**src/rtl/timer_pkg.sv**
```systemverilog
// Shared definitions for the seconds/minutes/hours timer chain.
package timer_pkg;

    localparam int SEC_PER_MIN = 60;
    localparam int TIME_W      = 6;

    typedef logic [TIME_W-1:0] time6_t;

    // Out-of-range preset values collapse to zero rather than wrapping.
    function automatic time6_t clamp_second(input time6_t value);
        return (value < time6_t'(SEC_PER_MIN)) ? value : '0;
    endfunction

endpackage

```
**src/rtl/clk_prescaler.sv**
```systemverilog
// Free-running divider: counts 0..CLK_FREQ_HZ-1 while run=1, pulses tc on the wrap cycle.
module clk_prescaler #(
    parameter int CLK_FREQ_HZ = 50000000,
    parameter int PRESC_W     = $clog2(CLK_FREQ_HZ)
) (
    input  logic               clk,
    input  logic               reset,
    input  logic               run,
    input  logic               clear,
    output logic               tc,
    output logic [PRESC_W-1:0] count
);

    localparam logic [PRESC_W-1:0] TERMINAL = PRESC_W'(CLK_FREQ_HZ - 1);

    // tc is gated by run so a pause landing on the terminal count never emits a pulse.
    assign tc = run && !clear && (count == TERMINAL);

    always_ff @(posedge clk or posedge reset) begin
        if (reset) begin
            count <= '0;
        end else if (clear) begin
            count <= '0;
        end else if (run) begin
            count <= tc ? '0 : count + 1'b1;
        end
    end

endmodule

```
**src/rtl/second_counter.sv**
```systemverilog
// Seconds stage of the timer chain: 1 Hz tick, 0..59 counter, carry into the minute stage.
// Optional half-second blink output is enabled by defining SECOND_BLINK_EN.
module second_counter
    import timer_pkg::*;
#(
    parameter int CLK_FREQ_HZ = 50000000,
    parameter int PRESC_W     = $clog2(CLK_FREQ_HZ)
) (
    input  logic              clk,
    input  logic              reset,
    input  logic              run,
    input  logic              set,
    input  logic [TIME_W-1:0] set_second,
    output logic [TIME_W-1:0] r_second,
    output logic              tick_1hz,
    output logic              carry_for_min,
    output logic              blink
);

    localparam time6_t LAST_SECOND = time6_t'(SEC_PER_MIN - 1);

    logic               presc_tc;
    logic [PRESC_W-1:0] presc_count;

    clk_prescaler #(
        .CLK_FREQ_HZ (CLK_FREQ_HZ),
        .PRESC_W     (PRESC_W)
    ) u_prescaler (
        .clk   (clk),
        .reset (reset),
        .run   (run),
        .clear (set),
        .tc    (presc_tc),
        .count (presc_count)
    );

    // tick_1hz and carry_for_min are single-cycle flop pulses; set overrides any pending tick.
    always_ff @(posedge clk or posedge reset) begin
        if (reset) begin
            r_second      <= '0;
            tick_1hz      <= 1'b0;
            carry_for_min <= 1'b0;
        end else if (set) begin
            r_second      <= clamp_second(set_second);
            tick_1hz      <= 1'b0;
            carry_for_min <= 1'b0;
        end else begin
            tick_1hz      <= presc_tc;
            carry_for_min <= 1'b0;
            if (presc_tc) begin
                if (r_second == LAST_SECOND) begin
                    r_second      <= '0;
                    carry_for_min <= 1'b1;
                end else begin
                    r_second <= r_second + 1'b1;
                end
            end
        end
    end

`ifdef SECOND_BLINK_EN
    localparam logic [PRESC_W-1:0] HALF_COUNT = PRESC_W'(CLK_FREQ_HZ / 2);

    logic blink_q;

    always_ff @(posedge clk or posedge reset) begin
        if (reset) begin
            blink_q <= 1'b0;
        end else if (set) begin
            blink_q <= 1'b0;
        end else begin
            blink_q <= run && (presc_count < HALF_COUNT);
        end
    end

    assign blink = blink_q;
`else
    logic unused_presc_count;
    assign unused_presc_count = ^presc_count;
    assign blink              = 1'b0;
`endif

endmodule

```
**config.mk**
```make
export PLATFORM = sky130hd
export DESIGN_NAME = second_counter
export DESIGN_NICKNAME = d
export VERILOG_FILES = /design/src/rtl/timer_pkg.sv /design/src/rtl/clk_prescaler.sv /design/src/rtl/second_counter.sv
export SDC_FILE = /design/constraint.sdc
export NUM_CORES = 1
export LEC_CHECK = 0
export ABC_CLOCK_PERIOD_IN_PS = 3000
export CORE_ASPECT_RATIO = 0.5
export CORE_MARGIN = 2
export CORE_UTILIZATION = 45
export DETAILED_ROUTE_END_ITERATION = 10
export PLACE_DENSITY = 0.68
export SLEW_MARGIN = 20
export SYNTH_ARGS = -nofsm -noshare
export SYNTH_HDL_FRONTEND = slang
export SYNTH_SLANG_ARGS = --single-unit
export TNS_END_PERCENT = 100
```
**constraint.sdc**
```tcl
create_clock -name clk -period 3 [get_ports clk]
set_clock_uncertainty 0.05 [all_clocks]
set_input_delay 0.45 -clock clk [delete_from_list [all_inputs] [get_ports clk]]
set_output_delay 0.45 -clock clk [all_outputs]
set_load 0.05 [all_outputs]
```
# Word level (Yosys, flattened, before mapping)
# Cells that the tools add are included.
dict set report op_classes {
  reduce_logical 5
  n_addsub 2
  muxes 11
  n_eq_ne 2
  magnitude_cmp 1
}
# operator count
set ops {}
lappend ops {{26-bit 2-to-1 mux} 3}
lappend ops {{26-bit by 1-bit adder with 26-bit output, second input constant} 1}
lappend ops {{26-bit equality test, second input constant} 1}
lappend ops {{6-bit 2-to-1 mux} 4}
lappend ops {{6-bit by 1-bit adder with 6-bit output, second input constant} 1}
lappend ops {{6-bit equality test, second input constant} 1}
lappend ops {{6-bit < comparator, second input constant} 1}
lappend ops {{1-bit 2-to-1 mux} 4}
lappend ops {{2-bit nonzero test} 2}
lappend ops {{1-bit logical AND} 2}
lappend ops {{1-bit zero test} 1}
dict set report word_totals {
  ff_bits 34
  word_cells 25
  output_inout_bits 9
  inputBits 10
}

# Longest topological paths before layout
# Gate-level depths: netlist of the first run.
dict set report logic_depth {
  ltp_word 6
  mapped_depth 7
  mapped_depth_nobuf 7
}

# Modules after synthesis
# Synthesis of the first run repeated with hierarchy kept, for this count alone.
dict set report hier_totals {
  cells_unflattened 247
  area_unflattened_um2 2158.3
}
# module cells_per_inst area_per_inst_um2 seq_area_each_um2 n_inst
set by_module_without_submodules {}
lappend by_module_without_submodules {clk_prescaler 190 1665.3 650.6 1}
lappend by_module_without_submodules {second_counter 57 493.0 200.2 1}

# Worst setup path before layout of the first run
# OpenSTA, ideal clock, no wires.
dict set report synth_timing {
  path_kind {register -> register}
  start {reg u_prescaler.count[0]}
  end {reg r_second[5]}
  path_slack_ns 0.793
  path_buffers 1
  stages_incl_launch_ff 8
  required_ns 2.824
  arrival_ns 2.031
  setup_ns 0.126
  period_less_slack_ns 2.207
  cell_sequence {dfrtp_1 > ha_1 > nand4_2 > or3_4 > or4_4 > buf_6 > a32oi_1 > o21ai_1}
}
dict set report synth_between {
  elab_chain_cells 3
}
# element line_no
set synth_rtl {}
lappend synth_rtl {{from (decl)} clk_prescaler.sv:11} ;# output logic [PRESC_W-1:0] count
lappend synth_rtl {{from (signal assigned)} clk_prescaler.sv:25} ;# count <= tc ? '0 : count + 1'b1;
lappend synth_rtl {{26-bit equality test} clk_prescaler.sv:17} ;# assign tc = run && !clear && (count == TERMINAL);
lappend synth_rtl {{1-bit logical AND} clk_prescaler.sv:17}
lappend synth_rtl {{2-bit nonzero test (no source line)} -}
lappend synth_rtl {{to (signal assigned)} second_counter.sv:44} ;# r_second <= clamp_second(set_second);
lappend synth_rtl {{to (signal assigned)} second_counter.sv:55} ;# r_second <= r_second + 1'b1;
lappend synth_rtl {{to (decl)} second_counter.sv:14} ;# output logic [TIME_W-1:0] r_second,
# Every way passes these cells.
# A chain may end at the register's enable or synchronous reset.

# Worst setup path after layout of the first run
dict set report layout_timing {
  start {reg u_prescaler.count[0]}
  end {reg r_second[3]}
}
# Same word-level chain as after synthesis.

==> results.yml, run 1 <==
timing:
  period_share: 0.797
  max_freq_mhz: 418
  rsz0062_at_grt: "false"
  tightestPinTransition_ns: 0.554
  hold_violations: 0
  setup_viol: 0
  maxSlewHeadroom: 0.626
  whs_ns: 0.493
  timing.final.crit_period_ns: 2.39
  setup_tns_ns: 0
  maxSlewViolCount: 0
grt:
  use_met3: 0.0511
  grt_pass1_vias: 1531
  grt_antenna_before_repair: 0
  grtUsageTotal: 0.194
  grt_util_met2: 0.306
  grtUsageMet1: 0.261
  busiest_layer: "met2"
  gr-total-overflow: 0
  grt_max_degree: 35
  grt_pass1_wl_mm: 7.09
clock_network:
  htreeDepth: 2
  clockRootBuffer: "clkbuf_8"
  cts_tree: "yes"
  clkLatencyLatePin_ns: 0.28
  cts_buffers: 5
  cts.sinks: 34
  clk_pin_slew_ns: 0.06
  cts_setup_buffers: 0
  cts_buffer_depth: 2
  cts_hold_buf: 0
  post_cts_resized: 0
job:
  max_cap_viol_count: 0
worst_setup_path:
  path_class: "reg -> reg"
  cpPeakStageDelay_ns: 0.61
  start_kind: "flip-flop"
  crit_family: "simple AND/OR/NAND/NOR gates"
  cp-end-kind: "flip-flop"
  cp.arrival_ns: 2.50
  cp.required_ns: 3.11
  worstPathMaxFanout: 11
  slowest_stage: "or4_4"
  crit_chain: "ha_1, nand4_2, or3_4, or4_4, inv_2, mux2i_1, o21ai_1"
  path_buf_inv: 1
floorplanning:
  fp.dieW_um: 96.3
  num_rows: 16
  io-pin-count: 19
  core_mm2: 0.00398
  initial_utilization: 0.481
  die_h_um: 50.1
  die-area_mm2: 0.00483
route:
  vias_per_cell: 5.71
  avgRoutedWirePerCell_um: 15.0
  routed_wl_mm: 4.27
  ant_nets: 0
  drt_iter0_drc: 156
  drt_first_pass_iters: 4
  routed-via-count: 1628
  drc: 0
placed_design:
  hpwl_mm: 3.12
  postPlaceCellArea_mm2: 0.00215
  place.gp.congestion: 0.820
  port_buffers: 17
final_layout:
  final_common_cell: "nor2_1"
  fin_area_mm2: 0.00223
  fill_cells: 375
  final_cell_mix: "nor2_1 (36), dfrtp_1 (34), clkdlybuf4s50_1 (17)"
  n_antenna_cell: 0
  nets: 244
  area_delta_synth_final_pct: 16.5
  drive_above_1_share: 0.0736
run_status:
  status: "complete, no violations"
yosys:
  synth_nets: 221
  ys_types: 47
  ys_ff_latch: 34
  synth_cells: 208
  syn-cell-area_mm2: 0.00192
  avgSynthCellArea_um2: 9.21
  seq_area_frac_synth: 0.444
  synth_edf_count: 0
  async_flop_share: 1.00
  ys_warn_count: 0
  ys.flop_type: "dfrtp_1"
power:
  power.leakage_nw: 0.928
  ir_drop_v: 0.000149
  pwr_density_cell_mw_per_mm2: 420
  p_total_mw: 0.937
min_path:
  hold_path_class: "reg -> reg"
-- worst paths after layout --
check | start | endpoint | slack [ns] | cells past startpoint
hold / removal | u_prescaler.count[23] | u_prescaler.count[23] | 0.49 | 2
setup / recovery | u_prescaler.count[0] | r_second[3] | 0.61 | 7
min in group asynchronous | reset | u_prescaler.count[25] | 0.52 | 3
setup reg to reg | u_prescaler.count[0] | r_second[3] | 0.61 | 7
hold reg to reg | u_prescaler.count[23] | u_prescaler.count[23] | 0.49 | 2
max in group asynchronous | reset | u_prescaler.count[5] | 2.08 | 3
-- area by class of cell --
| type | instances | area [um^2] | share of cell area |
|---|---|---|---|
| multi-input cells | 158 | 987 | 0.443 |
| flip-flops and latches | 34 | 851 | 0.381 |
| repair buffers | 23 | 215 | 0.0965 |
| clock buffers | 7 | 76.3 | 0.0342 |
| well taps | 54 | 67.6 | 0.0303 |
| inverters | 9 | 33.8 | 0.0151 |
-- where the power goes --
part / internal, mW / switching, mW
clock network: 0.160 / 0.152
registers: 0.470 / 0.0185
logic: 0.0522 / 0.0852
-- synth_stat cells, drive strengths merged, types with 4 or more instances --
library cell,count,share of area
nor3,4,0.010
nand2,15,0.029
buf,5,0.019
a21oi,5,0.013
nand3,16,0.042
and3,5,0.016
xnor2,7,0.032
nor2,36,0.071
nand4,9,0.033
o21ai,5,0.013
xor2,14,0.064
dfrtp,34,0.44
inv,9,0.018
-- cells by family (layout without fill, tap and decap cells) --
group	after synthesis	count (layout)	share of synthesized area
AO/OA/AOI/OAI	29	29	0.117
flip-flops	34	34	0.444
buffers and inverters	16	39	0.0405
AND/OR/NAND/NOR	103	103	0.276
multiplexers	1	1	0.00523
XOR/XNOR	21	21	0.0960
adder cells (fa/ha/maj)	3	3	0.0196
other	1	1	0.00196
-- stage by stage --
step	util	setup slack, ns	instances
floorplan	-	0.793	208
global placement	0.541	0.504	278
detailed placement	0.541	0.481	278
CTS	0.560	0.615	285
global route	0.560	0.414	285
finish	0.560	0.608	285
-- worst min-delay path, delay by kind of cell, from the launching register on --
kind             cells  cell delay, ns
flip-flops           1            0.35
AND/OR/NAND/NOR      1            0.08
XOR/XNOR             1            0.07
-- flip-flops by register name, indices dropped and copies added (netlist names) --
name and count:
u_prescaler.count 26, r_second 6, carry_for_min 1, tick_1hz 1
-- per-layer routing --
metal,share of wire,vias up
met5,0,-
met4,0.012,0
met3,0.055,7
met2,0.45,49
met1,0.49,790
li1,-,782
Power figures use the tool's default switching activity.
==> run 2, diff against run 1 <==
--- a/config.mk
+++ b/config.mk
@@ -5,7 +5,7 @@
 export SDC_FILE = /design/constraint.sdc
 export NUM_CORES = 1
 export LEC_CHECK = 0
-export ABC_CLOCK_PERIOD_IN_PS = 3000
+export ABC_CLOCK_PERIOD_IN_PS = 2400
 export CORE_ASPECT_RATIO = 0.5
 export CORE_MARGIN = 2
 export CORE_UTILIZATION = 45
==> constraint.sdc (replaced) <==
create_clock -name clk -period 2.4 [get_ports clk]
set_clock_uncertainty 0.05 [all_clocks]
set_input_delay 0.36 -clock clk [delete_from_list [all_inputs] [get_ports clk]]
set_output_delay 0.36 -clock clk [all_outputs]
set_load 0.05 [all_outputs]
==> results.yml, run 2 (synthesized netlist as in run 1, its figures left out) <==
run_status:
  status: "complete, no violations"
power:
  p_total_mw: 1.18
  ir_drop_v: 0.000212
  swShare: 0.274
  comb_power_share: 0.151
  p_switching_mw: 0.324
  pwr_density_cell_mw_per_mm2: 510
  p_seq_frac: 0.518
  clockPowerShare: 0.331
  power.leakage_nw: 0.964
  internal_power_mw: 0.856
worst_setup_path:
  r2r_slack_ns: 0.08
  cpPeakStageDelay_ns: 0.59
  slowest_stage: "or4_4"
  cp.required_ns: 2.52
  cp.arrival_ns: 2.43
  worstPathMaxFanout: 5
  rr_worst_depth: 7
  start_kind: "flip-flop"
  crit_chain: "ha_4, nand4_2, or3_4, or4_4, inv_2, mux2i_1, o21ai_1"
  path_class: "reg -> reg"
  cp-end-kind: "flip-flop"
final_layout:
  n_antenna_cell: 0
  largest_reg_flops: 26
  area_delta_synth_final_pct: 20.8
  drive_above_1_share: 0.113
  final_cell_mix: "nor2_1 (36), dfrtp_1 (34), clkdlybuf4s50_1 (17)"
  fill_cells: 354
  largest_register: "u_prescaler.count"
  final_common_cell: "nor2_1"
  nets: 252
  top_regs: "u_prescaler.count x26, r_second x6"
clock_network:
  clkLatencyLatePin_ns: 0.28
  htreeDepth: 2
  cts_buffers: 5
  clockRootBuffer: "clkbuf_8"
  cts_hold_buf: 0
  clk_pin_slew_ns: 0.07
  cts_buffer_depth: 2
  cts_tree: "yes"
  cts_setup_buffers: 0
  cts.sinks: 34
grt:
  grt_pass1_vias: 1497
  grt_max_degree: 35
  grtUsageTotal: 0.198
  grt_pass1_wl_mm: 7.17
  gr-total-overflow: 0
  grt_antenna_before_repair: 0
route:
  avgRoutedWirePerCell_um: 15.3
  drc: 0
  routed-via-count: 1642
  drt_iter0_drc: 123
  drt_first_pass_iters: 4
  vias_per_cell: 5.60
  ant_nets: 0
  routed_wl_mm: 4.48
floorplanning:
  num_rows: 16
  core_mm2: 0.00398
  fp.dieW_um: 96.3
  die_h_um: 50.1
  initial_utilization: 0.481
  die-area_mm2: 0.00483
  io-pin-count: 19
timing:
  timing.final.crit_period_ns: 2.32
  max_freq_mhz: 432
  tightestPinTransition_ns: 0.521
  rsz0062_at_grt: "false"
  setup_viol: 0
  setup_tns_ns: 0
  hold_violations: 0
  maxSlewViolCount: 0
  whs_ns: 0.420
  maxSlewHeadroom: 0.648
  period_share: 0.965
placed_design:
  place.gp.congestion: 0.833
  port_buffers: 17
  hpwl_mm: 3.13
job:
  max_cap_viol_count: 0
min_path:
  hold_path_class: "in -> async"
run 2: worst max-delay path, delay by kind of cell (launching register included):
kind                       cells  cell delay [ns]
and+or+nand+nor                3             1.15
buffers and inverters          1             0.11
adders and majority gates      1             0.19
muxes                          1             0.19
AOI/OAI and AO/OA              1             0.07
DFF                            1             0.45
run 2: worst paths after layout:
kind / from / to
worst max-delay path: u_prescaler.count[1] / r_second[3]
worst min-delay path: reset / u_prescaler.count[0]
worst max register to register: u_prescaler.count[1] / r_second[3]
worst min register to register: u_prescaler.count[23] / u_prescaler.count[23]
max in group asynchronous: reset / u_prescaler.count[20]
min in group clk: u_prescaler.count[23] / u_prescaler.count[23]
run 2: power by group through the flow:
stage / registers, mW / logic (mW) / clock network [mW]
final: 0.611 / 0.179 / 0.390
after global routing: 0.613 / 0.198 / 0.430
after CTS: 0.609 / 0.179 / 0.399
after detailed placement: 0.619 / 0.179 / 0
after global placement: 0.619 / 0.176 / 0
after floorplan: 0.659 / 0.0694 / 0
run 2: routing by layer:
layer | track usage | vias to the layer above | routed length [um]
met2 | 0.300 | 56 | 1960
li1 | - | 799 | -
met5 | 0 | - | 0
met4 | 0.0500 | 0 | 74
met3 | 0.0616 | 9 | 283
met1 | 0.276 | 778 | 2160
run 2: repair_timing:
item                                   CTS  global route
endpoints found under the hold margin    0             0
resized for setup                        0             4
setup endpoints to repair                0             1
run 2: final cells by class:
| type | instances | area, um^2 | area share |
|---|---|---|---|
| flip-flops and latches | 34 | 851 | 0.368 |
| well taps | 54 | 67.6 | 0.0292 |
| inverters | 9 | 33.8 | 0.0146 |
| clock buffers | 7 | 76.3 | 0.0330 |
| repair buffers | 30 | 268 | 0.116 |
| multi-input cells | 159 | 1020 | 0.440 |
run 2: stage by stage:
stage | util | instances | setup slack (ns) | instance area, um^2
finish | 0.581 | 293 | 0.0833 | 2310
global route | 0.581 | 293 | 0.00201 | 2310
CTS | 0.573 | 292 | 0.0690 | 2280
detailed placement | 0.554 | 285 | 0.0167 | 2210
global placement | 0.554 | 285 | 0.0194 | 2210
floorplan | - | 208 | 0.193 | 1920
==> patch 1 (settings of run 1) <==
Add a define of `SECOND_BLINK_EN`.
--- a/src/rtl/second_counter.sv
+++ b/src/rtl/second_counter.sv
@@ -1,4 +1,6 @@
 // Seconds stage of the timer chain: 1 Hz tick, 0..59 counter, carry into the minute stage.
 // Optional half-second blink output is enabled by defining SECOND_BLINK_EN.
+`define SECOND_BLINK_EN
+
 module second_counter
     import timer_pkg::*;
Behaviour: not the same (Yosys sat finds a counterexample within 4 cycles, from zero or initial values and one cycle with reset high).
==> patch 1 against run 1 <==
Critical path type unchanged; first-iteration DRC count down 32%; count of clock-buffer cells in the layout down 1; cell count up 1.1%; largest power group unchanged; design area up 0.84%; die area down 0.31%; power up 3.9%; maximum frequency down 8.7%; sequential cell count up 1; worst hold slack worse by 0.21 ns; synthesized area down 0.33%; wire length down 0.19%; sequential share of layout area up 0.79 points; setup slack worse by 0.23 ns.
==> patch 1: results (changes against run 1) <==
* DR vias at 1629 (was 1628)
* Seq pwr at 498 uW (was 489 uW)
* Comb. pwr at 130 uW (was 137 uW)
* Worst-path maximum fanout at 8 (was 11)
* Final nets at 246 (was 244)
* All-layer global routing usage at 20.1% (was 19.4%)
* Int Power at 712 uW (was 682 uW)
* Syn nets at 222 (was 221)
* Dpl cell area at 2160 um2 (was 2150 um2)
* HP Class: in2async (was reg2reg)
* DR iter-0 viols at 106 (was 156)
* M1 GR Usage at 30.4% (was 26.1%)
* Outcome: completed (unchanged)
* Synth top cells by count: 35 x dfrtp_1, 25 x nand2_1, 25 x nor2_1 (was 36 x nor2_1, 34 x dfrtp_1, 16 x nand3_1)
* Sequential fraction of the synthesis area at 45.9% (was 44.4%)
* Period minus WS final at 2.62 ns (was 2.39 ns)
* Post-synthesis mux area share at 0% (was 0.523%)
* Max VDD drop at 0.253 mV (was 0.149 mV)
* Syn avg cell area at 9.09 um2 (was 9.21 um2)
* Place WS at 0.136 ns (was 0.481 ns)
* Reg2Reg Depth at 6 (was 7)
* Synth unique cells at 44 (was 47)
* Syn-to-layout area delta at 17.8% (was 16.5%)
* Grt met3 use at 5.20% (was 5.11%)
* Compound-Gate Fraction of Synth Area at 11.2% (was 11.7%)
* Die area at 4810 um2 (was 4830 um2)
* Number of global-route vias before repair at 1482 (was 1531)
* Worst reg2reg setup slack at 0.38 ns (was 0.61 ns)
* NetSw at 262 uW (was 255 uW)
* Top FF cell, synth: dfrtp_1 (unchanged)
* Fin Hold WS at 0.280 ns (was 0.493 ns)
* Placed insts at 281 (was 278)
* Post-synthesis adder-cell area fraction at 1.31% (was 1.96%)
* DRT Wirelength at 4270 um (about the same)
* Vias/cell at 5.66 (was 5.71)
* GR Util met2 at 28.9% (was 30.6%)
* Launching point of the worst reg2reg path: u_prescaler.count[18]$_DFFE_PP0P_ (was u_prescaler.count[0]$_DFFE_PP0P_)
* Ranking of synthesized cells by area: dfrtp_1 46%, xnor2_1 5.0%, nand2_1 4.9% (was dfrtp_1 44%, nor2_1 7.1%, xor2_1 6.4%)
* # fillers at 355 (was 375)
* GPL Wtd Cong at 0.859 (was 0.820)
* Pin count of the biggest net entering global routing at 34 (was 35)
* HPWL after DPL at 3060 um (was 3120 um)
-- patch 1: changes by cell type after synthesis, sizes merged, moves of 4 or more --
cell | run 1 | this run
nor2 | 36 | 25
nand2 | 15 | 25
xor2 | 14 | 8
nand3 | 16 | 11
nor3 | 4 | 8
xnor2 | 7 | 11
-- patch 1: per-layer routing --
metal  part of all wire, %  vias up
li1                      -      804
met4                  0.61        0
met1                    51      771
met5                     0        -
met3                   6.2        5
met2                    42       49
-- patch 1: area by class of cell --
type / count / area (um2) / share of cell area [%]
inverters: 8 / 31.3 / 1.39
clock buffers: 6 / 82.6 / 3.67
multi-input cells: 161 / 970 / 43.1
clock inverters: 1 / 5.00 / 0.222
well taps: 54 / 67.6 / 3.00
flip-flops and latches: 35 / 876 / 38.9
repair buffers: 23 / 218 / 9.68
-- patch 1: worst max-delay path, stage by stage, from the launching register on --
cell	delay (ns)
dfrtp_1	0.47
or4_1	0.54
or4_4	0.57
or2_0	0.39
clkinv_2	0.15
a21boi_1	0.07
o31a_1	0.26
==> patch 2 (settings of run 1) <==
Without the edit above. Compare `count` against `TERMINAL` with >= in place of ==.
--- a/src/rtl/clk_prescaler.sv
+++ b/src/rtl/clk_prescaler.sv
@@ -15,5 +15,5 @@
 
     // tc is gated by run so a pause landing on the terminal count never emits a pulse.
-    assign tc = run && !clear && (count == TERMINAL);
+    assign tc = run && !clear && (count >= TERMINAL);
 
     always_ff @(posedge clk or posedge reset) begin
Behaviour: no difference found for any inputs over 10 cycles, from zero or initial values and one cycle with reset high; that may be too few to reach the edited logic, so the function may still have changed.
==> patch 2 against run 1 <==
Worst hold slack improved by 0.016 ns; count of clock-buffer cells in the layout decreased by 2; setup slack improved by 0.13 ns; wire length decreased by 4.6%; non-clock buffer count decreased by 2; core utilization increased by 1.5 points; synthesized area increased by 2.8%; sequential cell count unchanged; power increased by 20%; cell count decreased by 1.1%; design area increased by 4.2%; critical path type unchanged.
==> patch 2: results (changes against run 1) <==
* Reg2Reg Depth at 6 (was 7)
* Max VDD drop at 0.190 mV (was 0.149 mV)
* GPL Wtd Cong at 0.872 (was 0.820)
* CTS Buf Count at 5 (unchanged)
* WP data arrival at 2.38 ns (was 2.50 ns)
* Vias/cell at 5.70 (was 5.71)
* All-layer global routing usage at 17.4% (was 19.4%)
* CP peak stage delay at 0.42 ns (was 0.61 ns)
* Max_slew headroom at 58.4% (was 62.6%)
* R2R Path End: u_prescaler.count[17]$_DFFE_PP0P_ (was r_second[3]$_DFFE_PP0P_)
* Worst reg2reg setup slack at 0.74 ns (was 0.61 ns)
* Clock Pin Slew Worst Setup and Hold Paths at 0.08 ns (was 0.06 ns)
* Sequential fraction of the synthesis area at 43.2% (was 44.4%)
* Syn nets at 219 (was 221)
* Ranking of synthesized cells by area: dfrtp_1 43%, xor2_1 8.4%, nor2_1 5.5% (was dfrtp_1 44%, nor2_1 7.1%, xor2_1 6.4%)
* Ant. Diodes at 0 (unchanged)
* Antenna violations before repair at 0 (unchanged)
* Wire length on met1 at 1990 um (was 2070 um)
* Synth unique cells at 50 (was 47)
* Skew-Pair Late Insertion Delay at 0.28 ns (about the same)
* Port Buf Inserts at 17 (unchanged)
* Final nets at 239 (was 244)
* Outcome: completed (unchanged)
* Launching point of the worst reg2reg path: u_prescaler.count[18]$_DFFE_PP0P_ (was u_prescaler.count[0]$_DFFE_PP0P_)
* DRT Wirelength at 4080 um (was 4270 um)
* Place WS at 0.547 ns (was 0.481 ns)
* Worst-path maximum fanout at 23 (was 11)
* HP Class: in2async (was reg2reg)
* Leakage power at 0.000991 uW (was 0.000928 uW)
* Global-route wire length before repair at 6780 um (was 7090 um)
* Metal3 WL at 266 um (was 233 um)
* Number of global-route vias before repair at 1447 (was 1531)
* Synth top cells by count: 34 x dfrtp_1, 29 x nor2_1, 20 x nand2_1 (was 36 x nor2_1, 34 x dfrtp_1, 16 x nand3_1)
* HPWL after DPL at 2810 um (was 3120 um)
* Share of layout cells above drive strength 1 at 9.65% (was 7.36%)
* Met2 routed WL at 1770 um (was 1910 um)
* Slowest-stage cell, CP: dfrtp_1 (was or4_4)
* Post-CTS Setup Inserts at 0 (unchanged)
* DR iter-0 viols at 79 (was 156)
* Bufs on Longest Clock Path at 2 (unchanged)
## patch 2: changes by cell type in the layout (fill, tap and decap cells not counted), sizes merged, moves of 4 or more
cell,change
xor2,+5
xnor2,-4
nand2,+5
nor2,-7
nand3,-8
## patch 2: worst max-delay path by stage
stage | from | end | slack, ns | cells past startpoint
2_1_floorplan | r_second[0]$_DFFE_PP0P_ | r_second[3]$_DFFE_PP0P_ | 0.97 | 6
3_3_place_gp | set | r_second[5]$_DFFE_PP0P_ | 0.58 | 6
3_5_place_dp | set | r_second[5]$_DFFE_PP0P_ | 0.55 | 6
4_1_cts | u_prescaler.count[18]$_DFFE_PP0P_ | u_prescaler.count[21]$_DFFE_PP0P_ | 0.72 | 6
5_1_grt | u_prescaler.count[18]$_DFFE_PP0P_ | u_prescaler.count[20]$_DFFE_PP0P_ | 0.54 | 6
6_report | u_prescaler.count[18]$_DFFE_PP0P_ | u_prescaler.count[17]$_DFFE_PP0P_ | 0.74 | 6
## patch 2: layout make-up
type / instances / area (um2)
multi-input cells: 159 / 1040
fillers: 357 / 1720
clock inverters: 3 / 68.8
well taps: 54 / 67.6
inverters: 6 / 22.5
flip-flops and latches: 34 / 851
repair buffers: 21 / 200
clock buffers: 5 / 68.8
## patch 2: layer usage
layer	vias to the layer above	GRT usage (%)
met4	0	4.86
li1	784	-
met1	761	23.2
met3	6	5.29
met2	57	27.6
met5	-	0
## patch 2: cell families after synthesis
logic type / count (synthesis) / share of synthesized area [%]
buf+inv: 14 / 3.75
other cells: 1 / 0.190
xor+xnor: 22 / 9.78
simple gates: 100 / 27.8
fa+ha+maj: 2 / 1.27
compound gates: 34 / 14.0
flops: 34 / 43.2
## patch 2: per-stage QoR
| step | util, % | area (um2) | hold WS, ns | instances |
|---|---|---|---|---|
| 2_1_floorplan | - | 1970 | 0.453 | 207 |
| 3_3_place_gp | 54.1 | 2190 | 0.498 | 274 |
| 3_5_place_dp | 54.1 | 2190 | 0.513 | 274 |
| 4_1_cts | 57.5 | 2320 | 0.522 | 282 |
| 5_1_grt | 57.5 | 2320 | 0.545 | 282 |
| 6_report | 57.5 | 2320 | 0.509 | 282 |
## patch 2: report_power, final
part,switching [uW],internal (uW)
Combinational,80.2,49.9
Sequential,17.1,469
Clock,172,333
Total,269,851
## patch 2: worst min-delay path, stage by stage
cell	delay (ns)
clkdlybuf4s50_1	0.40
inv_1	0.05
buf_4	0.37
